## src/rtl/icache_nextline_prefetcher_if.sv

```systemverilog
// Bundle between the icache miss port, the prefetcher and the cacheline adapter.
// master = request/memory side environment, slave = prefetcher.
interface icache_nextline_prefetcher_if;
  logic [31:0]  ic_addr;
  logic         ic_read;
  logic [255:0] ic_rdata;
  logic         ic_resp;
  logic         flush;
  logic [31:0]  mem_addr;
  logic         mem_read;
  logic [255:0] mem_rdata;
  logic         mem_resp;
  logic [31:0]  nl_addr;
  logic         nl_read;
  logic [255:0] nl_rdata;
  logic         nl_resp;
  logic [31:0]  pf_issued;
  logic [31:0]  pf_hits;

  modport master (
    output ic_addr, ic_read, flush, mem_rdata, mem_resp, nl_rdata, nl_resp,
    input  ic_rdata, ic_resp, mem_addr, mem_read, nl_addr, nl_read, pf_issued, pf_hits
  );

  modport slave (
    input  ic_addr, ic_read, flush, mem_rdata, mem_resp, nl_rdata, nl_resp,
    output ic_rdata, ic_resp, mem_addr, mem_read, nl_addr, nl_read, pf_issued, pf_hits
  );
endinterface

```

## src/rtl/icache_nextline_prefetcher.sv

```systemverilog
// Next-line instruction prefetcher: forwards demand fills, then prefetches line+1 into a
// single-line buffer that later icache misses (or an in-flight match) are served from.
module icache_nextline_prefetcher #(
  parameter bit          PF_ENABLE   = 1'b1,
  parameter int unsigned OFFSET_BITS = 5
) (
  input logic                        clk,
  input logic                        rst,
  icache_nextline_prefetcher_if.slave bus
);
  localparam int unsigned TW = 32 - OFFSET_BITS;

  typedef enum logic [1:0] {IDLE, RESP, DEMAND, PREFETCH} state_e;

  state_e         state_q, state_d;
  logic           buf_valid_q, buf_valid_d;
  logic [TW-1:0]  buf_tag_q, buf_tag_d;
  logic [255:0]   buf_data_q, buf_data_d;
  logic [TW-1:0]  pf_addr_q, pf_addr_d;
  logic           drop_q, drop_d;
  logic [31:0]    pf_issued_q, pf_issued_d;
  logic [31:0]    pf_hits_q, pf_hits_d;

  logic [TW-1:0]  ic_line, next_line;
  logic           buf_hit, pf_eligible, pf_drop, inflight_hit;
  logic           ic_resp, mem_read, nl_read;
  logic [255:0]   ic_rdata;
  logic           unused_offset;

  assign ic_line       = bus.ic_addr[31:OFFSET_BITS];
  assign next_line     = ic_line + TW'(1);
  assign unused_offset = ^bus.ic_addr[OFFSET_BITS-1:0];

  // A flush in the same cycle as a buffer hit forces a miss.
  assign buf_hit      = bus.ic_read & buf_valid_q & (buf_tag_q == ic_line) & ~bus.flush;
  assign pf_eligible  = PF_ENABLE & (ic_line != '1) & ~(buf_valid_q & (buf_tag_q == next_line));
  assign pf_drop      = drop_q | bus.flush;
  assign inflight_hit = bus.ic_read & (ic_line == pf_addr_q) & ~pf_drop;

  always_comb begin
    state_d     = state_q;
    buf_valid_d = buf_valid_q & ~bus.flush;
    buf_tag_d   = buf_tag_q;
    buf_data_d  = buf_data_q;
    pf_addr_d   = pf_addr_q;
    drop_d      = drop_q;
    pf_issued_d = pf_issued_q;
    pf_hits_d   = pf_hits_q;
    ic_resp     = 1'b0;
    ic_rdata    = buf_data_q;
    mem_read    = 1'b0;
    nl_read     = 1'b0;

    case (state_q)
      IDLE: begin
        drop_d = 1'b0;
        if (bus.ic_read) begin
          state_d = buf_hit ? RESP : DEMAND;
        end
      end
      RESP: begin
        ic_resp   = 1'b1;
        pf_hits_d = pf_hits_q + 32'd1;
        if (pf_eligible) begin
          state_d   = PREFETCH;
          pf_addr_d = next_line;
        end else begin
          state_d = IDLE;
        end
      end
      DEMAND: begin
        mem_read = 1'b1;
        ic_rdata = bus.mem_rdata;
        if (bus.mem_resp) begin
          ic_resp = 1'b1;
          if (pf_eligible) begin
            state_d   = PREFETCH;
            pf_addr_d = next_line;
          end else begin
            state_d = IDLE;
          end
        end
      end
      PREFETCH: begin
        nl_read  = 1'b1;
        ic_rdata = bus.nl_rdata;
        if (bus.flush) begin
          drop_d = 1'b1;
        end
        if (bus.nl_resp) begin
          if (!pf_drop) begin
            buf_valid_d = 1'b1;
            buf_tag_d   = pf_addr_q;
            buf_data_d  = bus.nl_rdata;
            pf_issued_d = pf_issued_q + 32'd1;
          end
          if (inflight_hit) begin
            ic_resp   = 1'b1;
            pf_hits_d = pf_hits_q + 32'd1;
          end
          drop_d  = 1'b0;
          state_d = IDLE;
        end
      end
      default: state_d = IDLE;
    endcase
  end

  always_ff @(posedge clk) begin
    if (rst) begin
      state_q     <= IDLE;
      buf_valid_q <= 1'b0;
      buf_tag_q   <= '0;
      pf_addr_q   <= '0;
      drop_q      <= 1'b0;
      pf_issued_q <= '0;
      pf_hits_q   <= '0;
    end else begin
      state_q     <= state_d;
      buf_valid_q <= buf_valid_d;
      buf_tag_q   <= buf_tag_d;
      pf_addr_q   <= pf_addr_d;
      drop_q      <= drop_d;
      pf_issued_q <= pf_issued_d;
      pf_hits_q   <= pf_hits_d;
    end
  end

  // Line data is qualified by buf_valid_q, so it needs no reset.
  always_ff @(posedge clk) begin
    buf_data_q <= buf_data_d;
  end

  assign bus.ic_resp   = ic_resp;
  assign bus.ic_rdata  = ic_rdata;
  assign bus.mem_read  = mem_read;
  assign bus.mem_addr  = {ic_line, {OFFSET_BITS{1'b0}}};
  assign bus.nl_read   = nl_read;
  assign bus.nl_addr   = {pf_addr_q, {OFFSET_BITS{1'b0}}};
  assign bus.pf_issued = pf_issued_q;
  assign bus.pf_hits   = pf_hits_q;
endmodule

```

## src/flat_wrapper.sv

```systemverilog
// flat-port wrapper written by rule: the top's interface ports become plain ports
module icache_nextline_prefetcher_flat 
#(
  parameter bit          PF_ENABLE   = 1'b1,
  parameter int unsigned OFFSET_BITS = 5
)
  (clk, rst, bus_ic_addr, bus_ic_read, bus_flush, bus_mem_rdata, bus_mem_resp, bus_nl_rdata, bus_nl_resp, bus_ic_rdata, bus_ic_resp, bus_mem_addr, bus_mem_read, bus_nl_addr, bus_nl_read, bus_pf_issued, bus_pf_hits);
  icache_nextline_prefetcher_if bus_i ();
  input logic clk;
  input logic rst;
  input wire logic [$bits(bus_i.ic_addr)-1:0] bus_ic_addr;
  input wire logic [$bits(bus_i.ic_read)-1:0] bus_ic_read;
  input wire logic [$bits(bus_i.flush)-1:0] bus_flush;
  input wire logic [$bits(bus_i.mem_rdata)-1:0] bus_mem_rdata;
  input wire logic [$bits(bus_i.mem_resp)-1:0] bus_mem_resp;
  input wire logic [$bits(bus_i.nl_rdata)-1:0] bus_nl_rdata;
  input wire logic [$bits(bus_i.nl_resp)-1:0] bus_nl_resp;
  output wire logic [$bits(bus_i.ic_rdata)-1:0] bus_ic_rdata;
  output wire logic [$bits(bus_i.ic_resp)-1:0] bus_ic_resp;
  output wire logic [$bits(bus_i.mem_addr)-1:0] bus_mem_addr;
  output wire logic [$bits(bus_i.mem_read)-1:0] bus_mem_read;
  output wire logic [$bits(bus_i.nl_addr)-1:0] bus_nl_addr;
  output wire logic [$bits(bus_i.nl_read)-1:0] bus_nl_read;
  output wire logic [$bits(bus_i.pf_issued)-1:0] bus_pf_issued;
  output wire logic [$bits(bus_i.pf_hits)-1:0] bus_pf_hits;
  assign bus_i.ic_addr = bus_ic_addr;
  assign bus_i.ic_read = bus_ic_read;
  assign bus_i.flush = bus_flush;
  assign bus_i.mem_rdata = bus_mem_rdata;
  assign bus_i.mem_resp = bus_mem_resp;
  assign bus_i.nl_rdata = bus_nl_rdata;
  assign bus_i.nl_resp = bus_nl_resp;
  assign bus_ic_rdata = bus_i.ic_rdata;
  assign bus_ic_resp = bus_i.ic_resp;
  assign bus_mem_addr = bus_i.mem_addr;
  assign bus_mem_read = bus_i.mem_read;
  assign bus_nl_addr = bus_i.nl_addr;
  assign bus_nl_read = bus_i.nl_read;
  assign bus_pf_issued = bus_i.pf_issued;
  assign bus_pf_hits = bus_i.pf_hits;
  icache_nextline_prefetcher #(.PF_ENABLE(PF_ENABLE), .OFFSET_BITS(OFFSET_BITS)) u_core (.clk(clk), .rst(rst), .bus(bus_i));
endmodule
```

## config.mk

```make
export PLATFORM = sky130hd
export DESIGN_NAME = icache_nextline_prefetcher_flat
export DESIGN_NICKNAME = d
export VERILOG_FILES = /design/src/rtl/icache_nextline_prefetcher_if.sv /design/src/rtl/icache_nextline_prefetcher.sv /design/src/flat_wrapper.sv
export SDC_FILE = /design/constraint.sdc
export NUM_CORES = 1
export LEC_CHECK = 0
export BUFFER_PORTS_ARGS = -buffer_cell sky130_fd_sc_hd__buf_2
export CORE_AREA = 2 2 367 369
export DETAILED_ROUTE_END_ITERATION = 8
export DIE_AREA = 0 0 369 371
export SYNTH_ARGS = -nofsm -noshare
export SYNTH_HDL_FRONTEND = slang
export SYNTH_SLANG_ARGS = --single-unit
export TNS_END_PERCENT = 30
```

## constraint.sdc

```tcl
create_clock -name clk -period 13.9 [get_ports clk]
set_input_delay 2.085 -clock clk [delete_from_list [all_inputs] [get_ports clk]]
set_output_delay 2.085 -clock clk [all_outputs]
set_load 0.02 [all_outputs]
```

==> out/results.ini, run 1 <==
[yosys]
synth.top_cell.area_share_pct = 40.6
synth-edff-count = 256
synth_seq_cells = 378
ys_warn_count = 0
ys_types = 56
postSynthCellCount = 1979
ys.flop_type = edfxtp_1
syn_area_um2 = 19000
yosysTopAreaCell = edfxtp_1
seq_area_frac_synth_pct = 53.4
synthTopCellsByArea = edfxtp_1 (41%), dfxtp_1 (13%), nand2_1 (12%), a22oi_1 (10%), xnor2_1 (3.5%)
syn-mean-instance-area_um2 = 9.58
synth-async-reset-ratio_pct = 0

[sta]
maxClockFrequency_mhz = 149
rsz0062_at_grt = false
slew_violations = 0
finalCritPeriodShare_pct = 48.2
setup_slack_ns = 7.20
setup_violations = 0
fin_setup_tns_ns = 0
relSlewSlack_pct = 16.5
worst-slew-pin-transition_ns = 1.24
hold_viol = 0
layout_min_cycle_time_ns = 6.70
skew_ns = 0.0363

[clocking]
cts_tree = built
clk_path_buf_depth = 3
postCtsSetupBuffers = 0
clock-sinks = 378
cts.root.buffer_cell = clkbuf_16
clk-insertion-delay-late_ns = 0.62
cts.clk_slew.worst_paths_ns = 0.06
hold_buffers = 0
cts_resized = 0
htree_num_levels = 2
cts_buffers = 50

[critical_path]
start_kind = flip-flop
crit_type = reg2out
worstPathArrival_ns = 4.62
end_kind = output port
critPathRequiredTime_ns = 11.81
r2r_slack_ns = 9.12
critPathMaxFanout = 69

[global_route]
met1_usage_pct = 16.7
busiest_layer = met2
grt_max_degree = 84
grt_use_met3_pct = 7.66
grt_pass1_vias = 17800
track_usage_pct = 15.0
grt_overflow = 0
grt_pass1_wl_um = 144000
grt.met2_usage_pct = 24.6
antenna_found_initial = 111

[place]
numPortBuffers = 921
dpl.hpwl_um = 89000
dpl_worst_slack_ns = 7.52
place_congestion = 0.919
dpl.cell_count = 4515

[power_and_ir_drop]
comb_power_share_pct = 48.3
p_int_uw = 2710
p_per_area_nw_per_um2 = 189
cellLeakagePower_uw = 0.0114
power_frac_seq_pct = 26.1
switching_share_pct = 46.4
p_switching_uw = 2340
clock_power_share_pct = 25.5
peakVddDrop_uv = 124

[floorplanning]
row_count = 134
die_x_um = 369
ios = 937
dieArea_um2 = 137000
initial_core_util_pct = 14.3
core_area_um2 = 133000
die_height_um = 371

[cells_and_area]
finalNetCount = 3356
drive_above_1_share_pct = 37.2
fillers = 14900
ff_latch_area_um2 = 10100
fin_cells = 4626
area_growth_pct = 41.4
multi_input_area_um2 = 7990

[routing]
postRouteAntennaNets = 0
vias = 19100
wl_um = 109000
first_iter_violations = 2076
first_pass_iters = 6
post_drt_wl_per_cell_um = 23.5
viasPerCell = 4.13
post-route-drc-count = 0

[flow_run]
max-cap-violations = 0

[min_path]
min_path_type = reg2reg

[run_status]
status = finished, final reports clean

## cell usage after synthesis (2+ instances only)
master	count
dfxtp_1	122
ha_1	7
o21ai_0	12
inv_2	2
inv_1	8
nor4b_1	2
a32oi_1	2
a21oi_1	46
a311oi_1	4
nand4b_1	2
nand2_1	609
a41oi_1	2
o2111ai_1	2
xnor2_1	75
a22oi_1	256
and2_1	5
nor2b_1	8
nor2_1	86
o22ai_1	2
xor2_1	70
and4_1	11
nor4bb_1	2
or3_1	14
nor4_1	10
edfxtp_1	256
nand4_1	37
and3b_1	2
nand2b_1	2
a211oi_1	26
a31oi_1	4
a21oi_2	19
nor3_1	10
or4_4	3
buf_1	23
nor4_2	4
buf_6	3
buf_4	38
clkbuf_1	96
and3_1	18
nand3_1	41
buf_2	22
mux2i_1	2
## cell usage in the layout (no fill, tap or decap), drive strengths merged, types with 11 or more instances in the layout
cell,instances
o21ai,13
xor2,70
a211oi,26
and3,18
clkbuf,67
nand2,609
xnor2,75
a22oi,256
a21oi,65
nand4,38
edfxtp,256
buf,941
diode,18
dfxtp,122
or3,14
and4,11
nor4,14
clkinv,18
nor2,86
inv,15
nand3,41
## registers in the layout, indices dropped and copies added, names as in the netlist
name                  count
u_core.buf_tag_q         27
u_core.buf_valid_q        1
u_core.bus.pf_issued     32
u_core.buf_data_q       256
u_core.state_q            2
u_core.bus.pf_hits       32
u_core.drop_q             1
u_core.pf_addr_q         27
## worst max-delay path, cell delays in order, from the launching register on
cell,delay (ns)
dfxtp_1,0.39
ha_4,0.40
nor2_4,0.52
buf_4,0.71
buf_4,0.56
buf_4,0.62
nand2_1,0.13
nand2_1,0.19
buf_2,0.23
## metal layers
layer | vias to the layer above | routed length [um]
met3 | 266 | 14200
met1 | 9009 | 39700
li1 | 8689 | -
met4 | 62 | 3430
met2 | 1099 | 50900
met5 | - | 396
## logic make-up after synthesis
kind of cell	count (synthesis)	synth area share [%]
AOI/OAI and AO/OA	382	14.6
buffers and inverters	192	4.82
other	1	0.0198
DFF	378	53.4
and+or+nand+nor	872	19.9
muxes	2	0.106
adders and majority gates	7	0.462
xor gates and xnor gates	145	6.70
## cell type report
type / count / area share, %
clock inverter: 26 / 0.831
inverter: 10 / 0.168
tap: 1768 / 8.26
antenna: 18 / 0.168
sequential: 378 / 37.8
multi-input combinational: 1418 / 29.8
clock buffer: 67 / 5.17
timing repair buffer: 941 / 17.8
## per-stage QoR
stage / hold slack [ns] / total power (uW) / area [um^2] / util (%)
after floorplan: 0.444 / 2790 / 19000 / -
after global placement: 0.455 / 3800 / 25100 / 18.9
after detailed placement: 0.461 / 3810 / 25100 / 18.9
after CTS: 0.469 / 5110 / 26700 / 20.1
after global routing: 0.488 / 5330 / 26800 / 20.2
final: 0.467 / 5050 / 26800 / 20.2
## path summary, 6_finish.rpt
kind | start | end | cells after the start
setup / recovery | u_core.state_q[1]$_SDFFE_PP0P_ | bus_ic_rdata[97] | 8
hold / removal | u_core.buf_tag_q[25]$_SDFFE_PP0P_ | u_core.buf_tag_q[25]$_SDFFE_PP0P_ | 2
setup reg to reg | u_core.state_q[1]$_SDFFE_PP0P_ | u_core.bus.pf_hits[19]$_SDFFE_PP0P_ | 12
hold reg to reg | u_core.buf_tag_q[25]$_SDFFE_PP0P_ | u_core.buf_tag_q[25]$_SDFFE_PP0P_ | 2
## power by group through the flow
stage / Clock (uW) / Combinational, uW / Sequential, uW
2_1_floorplan: 0 / 1420 / 1370
3_3_place_gp: 0 / 2450 / 1340
3_5_place_dp: 0 / 2460 / 1340
4_1_cts: 1320 / 2470 / 1320
5_1_grt: 1360 / 2640 / 1330
6_report: 1290 / 2440 / 1320
Power figures use the tool's default switching activity.
==> run 2, diff against run 1 <==
==> constraint.sdc (replaced) <==
create_clock -name clk -period 6.15 [get_ports clk]
set_input_delay 0.9225 -clock clk [delete_from_list [all_inputs] [get_ports clk]]
set_output_delay 0.9225 -clock clk [all_outputs]
set_load 0.02 [all_outputs]
==> run 2 against run 1 <==
Net effect:
- first-iteration DRC count decreased by 14%
- wire length grew 1.8%
- global-route usage up 0.23 points
- clock-buffer cell count down 5
- sequential share of layout area shrank 0.14 points
- critical path type unchanged
==> out/results.ini, run 2 (synthesis gave the netlist of run 1 again) <==
[run_status]
status = finished, final reports clean

[sta]
hold_slack_ns = 0.466
relSlewSlack_pct = 34.5
setup_violations = 0
skew_ns = 0.0222
fin_setup_tns_ns = 0
setup_slack_ns = 1.60
worst-slew-pin-transition_ns = 0.983
maxClockFrequency_mhz = 220
slew_violations = 0
rsz0062_at_grt = false
finalCritPeriodShare_pct = 73.9
layout_min_cycle_time_ns = 4.55
hold_viol = 0

[floorplanning]
core_area_um2 = 133000
dieArea_um2 = 137000
die_height_um = 371
row_count = 134
initial_core_util_pct = 14.3
ios = 937
die_x_um = 369

[critical_path]
r2r_slack_ns = 2.07
path_delay_family = buffers and inverters
end_kind = output port
critPathRequiredTime_ns = 5.23
start_kind = flip-flop
path_cells = ha_4 -> buf_4 -> buf_4 -> a22oi_1 -> nand2_1 -> buf_2
crit_type = reg2out
rr_startpoint = u_core.state_q[1]$_SDFFE_PP0P_
startpoint = u_core.state_q[1]$_SDFFE_PP0P_
cpMaxStageDelayCell = buf_4
worst-path-buf-inv = 3
rr_worst_depth = 12
worstPathArrival_ns = 3.62
cpMostUsedCell = buf_4
cpPeakStageDelay_ns = 0.71
critPathMaxFanout = 71
worstReg2RegEnd = u_core.bus.pf_hits[19]$_SDFFE_PP0P_

[cells_and_area]
fin_area_um2 = 26900
largest_reg_flops = 256
ff_latch_area_um2 = 10100
fillers = 14900
multi_input_area_um2 = 7990
area_growth_pct = 41.9
drive_above_1_share_pct = 37.2
layout_commonest_cell = buf_2
finalNetCount = 3359
top_register = u_core.buf_data_q
final_cell_mix = buf_2 (920), nand2_1 (609), a22oi_1 (256), edfxtp_1 (256), dfxtp_1 (122)

[routing]
vias = 19200
postRouteAntennaNets = 0
post_drt_wl_per_cell_um = 23.9
first_iter_violations = 1787
post-route-drc-count = 0
first_pass_iters = 5
viasPerCell = 4.16
wl_um = 111000

[power_and_ir_drop]
switching_share_pct = 46.2
p_per_area_nw_per_um2 = 429
p_int_uw = 6210
peakVddDrop_uv = 340
power_frac_seq_pct = 25.9
comb_power_share_pct = 48.7
p_switching_uw = 5320
cellLeakagePower_uw = 0.0114
clock_power_share_pct = 25.4
power_uw = 11500

[clocking]
htree_num_levels = 2
postCtsSetupBuffers = 0
cts_buffers = 49
clk_path_buf_depth = 3
clk-insertion-delay-late_ns = 0.62
cts.root.buffer_cell = clkbuf_16
hold_buffers = 0
cts_tree = built
clock-sinks = 378
cts.clk_slew.worst_paths_ns = 0.06
cts_resized = 0

[min_path]
hold_depth = 2
hp-start = u_core.buf_tag_q[19]$_SDFFE_PP0P_
min_path_type = reg2reg
holdPathEnd = u_core.buf_tag_q[19]$_SDFFE_PP0P_

[flow_run]
max-cap-violations = 0

[place]
numPortBuffers = 921
dpl_cell_area_um2 = 25200
place_congestion = 0.918
dpl_worst_slack_ns = 1.73
dpl.hpwl_um = 90200

[global_route]
antenna_found_initial = 109
grt_pass1_vias = 17900
track_usage_pct = 15.3
grt_pass1_wl_um = 146000
grt_overflow = 0
grt_max_degree = 146

-- run 2: changes by cell type in the layout (fill, tap and decap cells not counted), sizes merged --
cell      previous run  this run
clkbuf              67        62
buf                941       945
inv                 15        11
clkinvlp             1         4
bufinv               2         4
clkinv              18        19
-- run 2: layer usage --
layer	vias to the layer above	global-route usage (%)	share of wire [%]
li1	8691	-	-
met2	1122	25.1	46
met3	272	7.32	13
met1	9092	17.4	37
met4	64	4.79	3.4
met5	-	0	0.36
-- run 2: worst register-to-register path, cell delays in order (launching register included) --
cell and delay, ns:
dfxtp_1 0.48, ha_4 0.38, inv_2 0.10, or4b_1 0.64
inv_8 0.31, nand3_1 0.13, nor3_1 0.34, a32oi_1 0.21
buf_4 0.23, or3b_1 0.46, or4_1 0.45, xnor2_1 0.15
nor2_1 0.05
-- run 2: metrics by stage --
step | util, % | instances
final | 20.2 | 4627
after global placement | 19.0 | 4519
after detailed placement | 19.0 | 4519
after floorplan | - | 1988
after CTS | 20.2 | 4609
after global routing | 20.2 | 4623
-- run 2: power groups by stage --
stage               Clock, uW  Sequential [uW]  Combinational [uW]
CTS                      3010             2990                5690
global placement            0             3040                5640
finish                   2930             2990                5610
floorplan                   0             3090                3210
global route             3100             3000                6050
detailed placement          0             3040                5670
-- run 2: worst max-delay path by stage --
stage                                         to  slack, ns  depth (start not counted)
4_1_cts                              bus_ic_resp       1.46                          9
5_1_grt                              bus_ic_resp       1.39                          9
6_report                         bus_ic_rdata[4]       1.60                          6
3_5_place_dp   u_core.pf_addr_q[24]$_SDFFE_PP0P_       1.73                         11
3_3_place_gp   u_core.pf_addr_q[24]$_SDFFE_PP0P_       1.76                         10
2_1_floorplan     u_core.buf_data_q[0]$_DFFE_PP_       0.52                          6
-- run 2: layout make-up --
| class | instances | share of cell area, % |
|---|---|---|
| flip-flops and latches | 378 | 37.7 |
| inverters | 10 | 0.168 |
| clock buffers | 62 | 4.97 |
| diodes | 18 | 0.168 |
| repair buffers | 945 | 18.1 |
| clock inverters | 28 | 1.03 |
| well taps | 1768 | 8.23 |
| multi-input cells | 1418 | 29.7 |
==> run 3, diff against run 2 <==
==> constraint.sdc (replaced) <==
create_clock -name clk -period 4.64 [get_ports clk]
set_input_delay 0.696 -clock clk [delete_from_list [all_inputs] [get_ports clk]]
set_output_delay 0.696 -clock clk [all_outputs]
set_load 0.02 [all_outputs]
==> run 3 against run 2 <==
Net effect:
- global-route usage down 0.46 points
- die area unchanged
- non-clock buffer count grew 5
- clock-buffer cell count is 1 lower
- register-to-register slack lost 1.3 ns
- combinational power is 31% higher
- utilization decreased by 0.12 points
- flip-flop and latch count did not move
- via count down 0.32%
- wire length decreased by 2.9%
- highest routed layer unchanged
- clock skew shrank 0.0042 ns
==> out/results.ini, run 3 (synthesis gave the netlist of run 1 again) <==
[run_status]
status = finished, final reports clean

[clocking]
clock-sinks = 378
cts_resized = 0
hold_buffers = 0
cts.root.buffer_cell = clkbuf_16
postCtsSetupBuffers = 0
cts_tree = built
clk_path_buf_depth = 3
cts.clk_slew.worst_paths_ns = 0.07
htree_num_levels = 2
clk-insertion-delay-late_ns = 0.61
cts_buffers = 45

[sta]
relSlewSlack_pct = 30.1
rsz0062_at_grt = false
skew_ns = 0.0180
fin_setup_tns_ns = 0
worst-slew-pin-transition_ns = 1.05
maxClockFrequency_mhz = 233
finalCritPeriodShare_pct = 92.4
hold_viol = 0
setup_violations = 0
hold_slack_ns = 0.278
slew_violations = 0
layout_min_cycle_time_ns = 4.29

[critical_path]
crit_cells = 6
crit_type = reg2out
worst-path-buf-inv = 3
cpMaxStageDelayCell = buf_4
cpMostUsedCell = buf_4
cpPeakStageDelay_ns = 0.62
critPathRequiredTime_ns = 3.94
worstPathArrival_ns = 3.59
path_delay_family = buffers and inverters
start_kind = flip-flop
critPathMaxFanout = 67
end_kind = output port
path_cells = ha_4 -> buf_4 -> buf_4 -> a22oi_1 -> nand2_1 -> buf_2
rr_worst_depth = 12

[power_and_ir_drop]
power_frac_seq_pct = 26.7
p_int_uw = 7980
clock_power_share_pct = 23.7
p_switching_uw = 6830
switching_share_pct = 46.1
p_per_area_nw_per_um2 = 554
cellLeakagePower_uw = 0.0114
comb_power_share_pct = 49.6
peakVddDrop_uv = 316

[place]
place_congestion = 0.963
numPortBuffers = 921
dpl.hpwl_um = 87500

[cells_and_area]
drive_above_1_share_pct = 36.9
final_cell_mix = buf_2 (920), nand2_1 (609), a22oi_1 (256), edfxtp_1 (256), dfxtp_1 (122)
finalNetCount = 3360
fillers = 14900
layout_commonest_cell = buf_2
top_register = u_core.buf_data_q
largest_reg_flops = 256
area_growth_pct = 41.0

[routing]
wl_um = 107000
first_iter_violations = 1759
postRouteAntennaNets = 0
post-route-drc-count = 0
viasPerCell = 4.15
first_pass_iters = 6
post_drt_wl_per_cell_um = 23.3
vias = 19200

[floorplanning]
die_x_um = 369
die_height_um = 371
initial_core_util_pct = 14.3
core_area_um2 = 133000
row_count = 134
ios = 937
dieArea_um2 = 137000

[global_route]
grt_max_degree = 142
grt_pass1_wl_um = 142000
grt_pass1_vias = 17500
grt_overflow = 0
antenna_found_initial = 101
track_usage_pct = 14.8

[min_path]
min_path_type = in2reg
hold_depth = 1

[flow_run]
max-cap-violations = 0

-- run 3: final cells by class --
class / count / area [um^2] / area share, %
antenna: 19 / 47.5 / 0.178
clock inverter: 17 / 133 / 0.496
inverter: 10 / 45.0 / 0.168
tap: 1768 / 2210 / 8.27
clock buffer: 61 / 1250 / 4.68
timing repair buffer: 950 / 4930 / 18.4
multi-input combinational: 1418 / 7990 / 29.9
sequential: 378 / 10100 / 37.9
-- run 3: metal layers --
| metal | GRT usage, % | vias to the layer above | part of all wire [%] |
|---|---|---|---|
| met5 | 0 | - | 0.47 |
| met4 | 4.85 | 76 | 3.5 |
| met3 | 8.14 | 259 | 14 |
| met2 | 23.3 | 1082 | 45 |
| met1 | 17.0 | 9068 | 37 |
| li1 | - | 8695 | - |
-- run 3: per-stage QoR --
stage          total power [uW]  std cells  setup slack (ns)  utilization [%]  cell area, um^2
5_1_grt                   15600       4610             0.229             20.1            26700
6_report                  14800       4621             0.351             20.1            26700
2_1_floorplan              8340       1988             0.825                -            19000
3_5_place_dp              11400       4524             0.698             19.1            25300
4_1_cts                   15000       4602             0.361             20.1            26700
3_3_place_gp              11400       4524             0.738             19.1            25300
-- run 3: final timing paths --
check,slack [ns],start,to
worst min register to register,0.47,u_core.buf_tag_q[8]$_SDFFE_PP0P_,u_core.buf_tag_q[8]$_SDFFE_PP0P_
worst max register to register,0.72,u_core.state_q[1]$_SDFFE_PP0P_,u_core.bus.pf_hits[19]$_SDFFE_PP0P_
worst min-delay path,0.28,bus_nl_rdata[47],u_core.buf_data_q[47]$_DFFE_PP_
worst max-delay path,0.35,u_core.state_q[1]$_SDFFE_PP0P_,bus_ic_rdata[242]
-- run 3: power groups by stage --
stage / combinational [uW] / clock, uW / sequential [uW]
final: 7340 / 3510 / 3960
after global routing: 7870 / 3740 / 3980
after CTS: 7400 / 3630 / 3960
after detailed placement: 7380 / 0 / 4030
after global placement: 7350 / 0 / 4020
after floorplan: 4260 / 0 / 4080
-- run 3: worst register-to-register path, delay by kind of cell (launching register included) --
kind	cells	cell delay [ns]
AND/OR/NAND/NOR	6	1.97
buffers and inverters	3	0.56
flip-flops	1	0.49
adder cells (fa/ha/maj)	1	0.38
AO/OA/AOI/OAI	1	0.21
XOR/XNOR	1	0.16
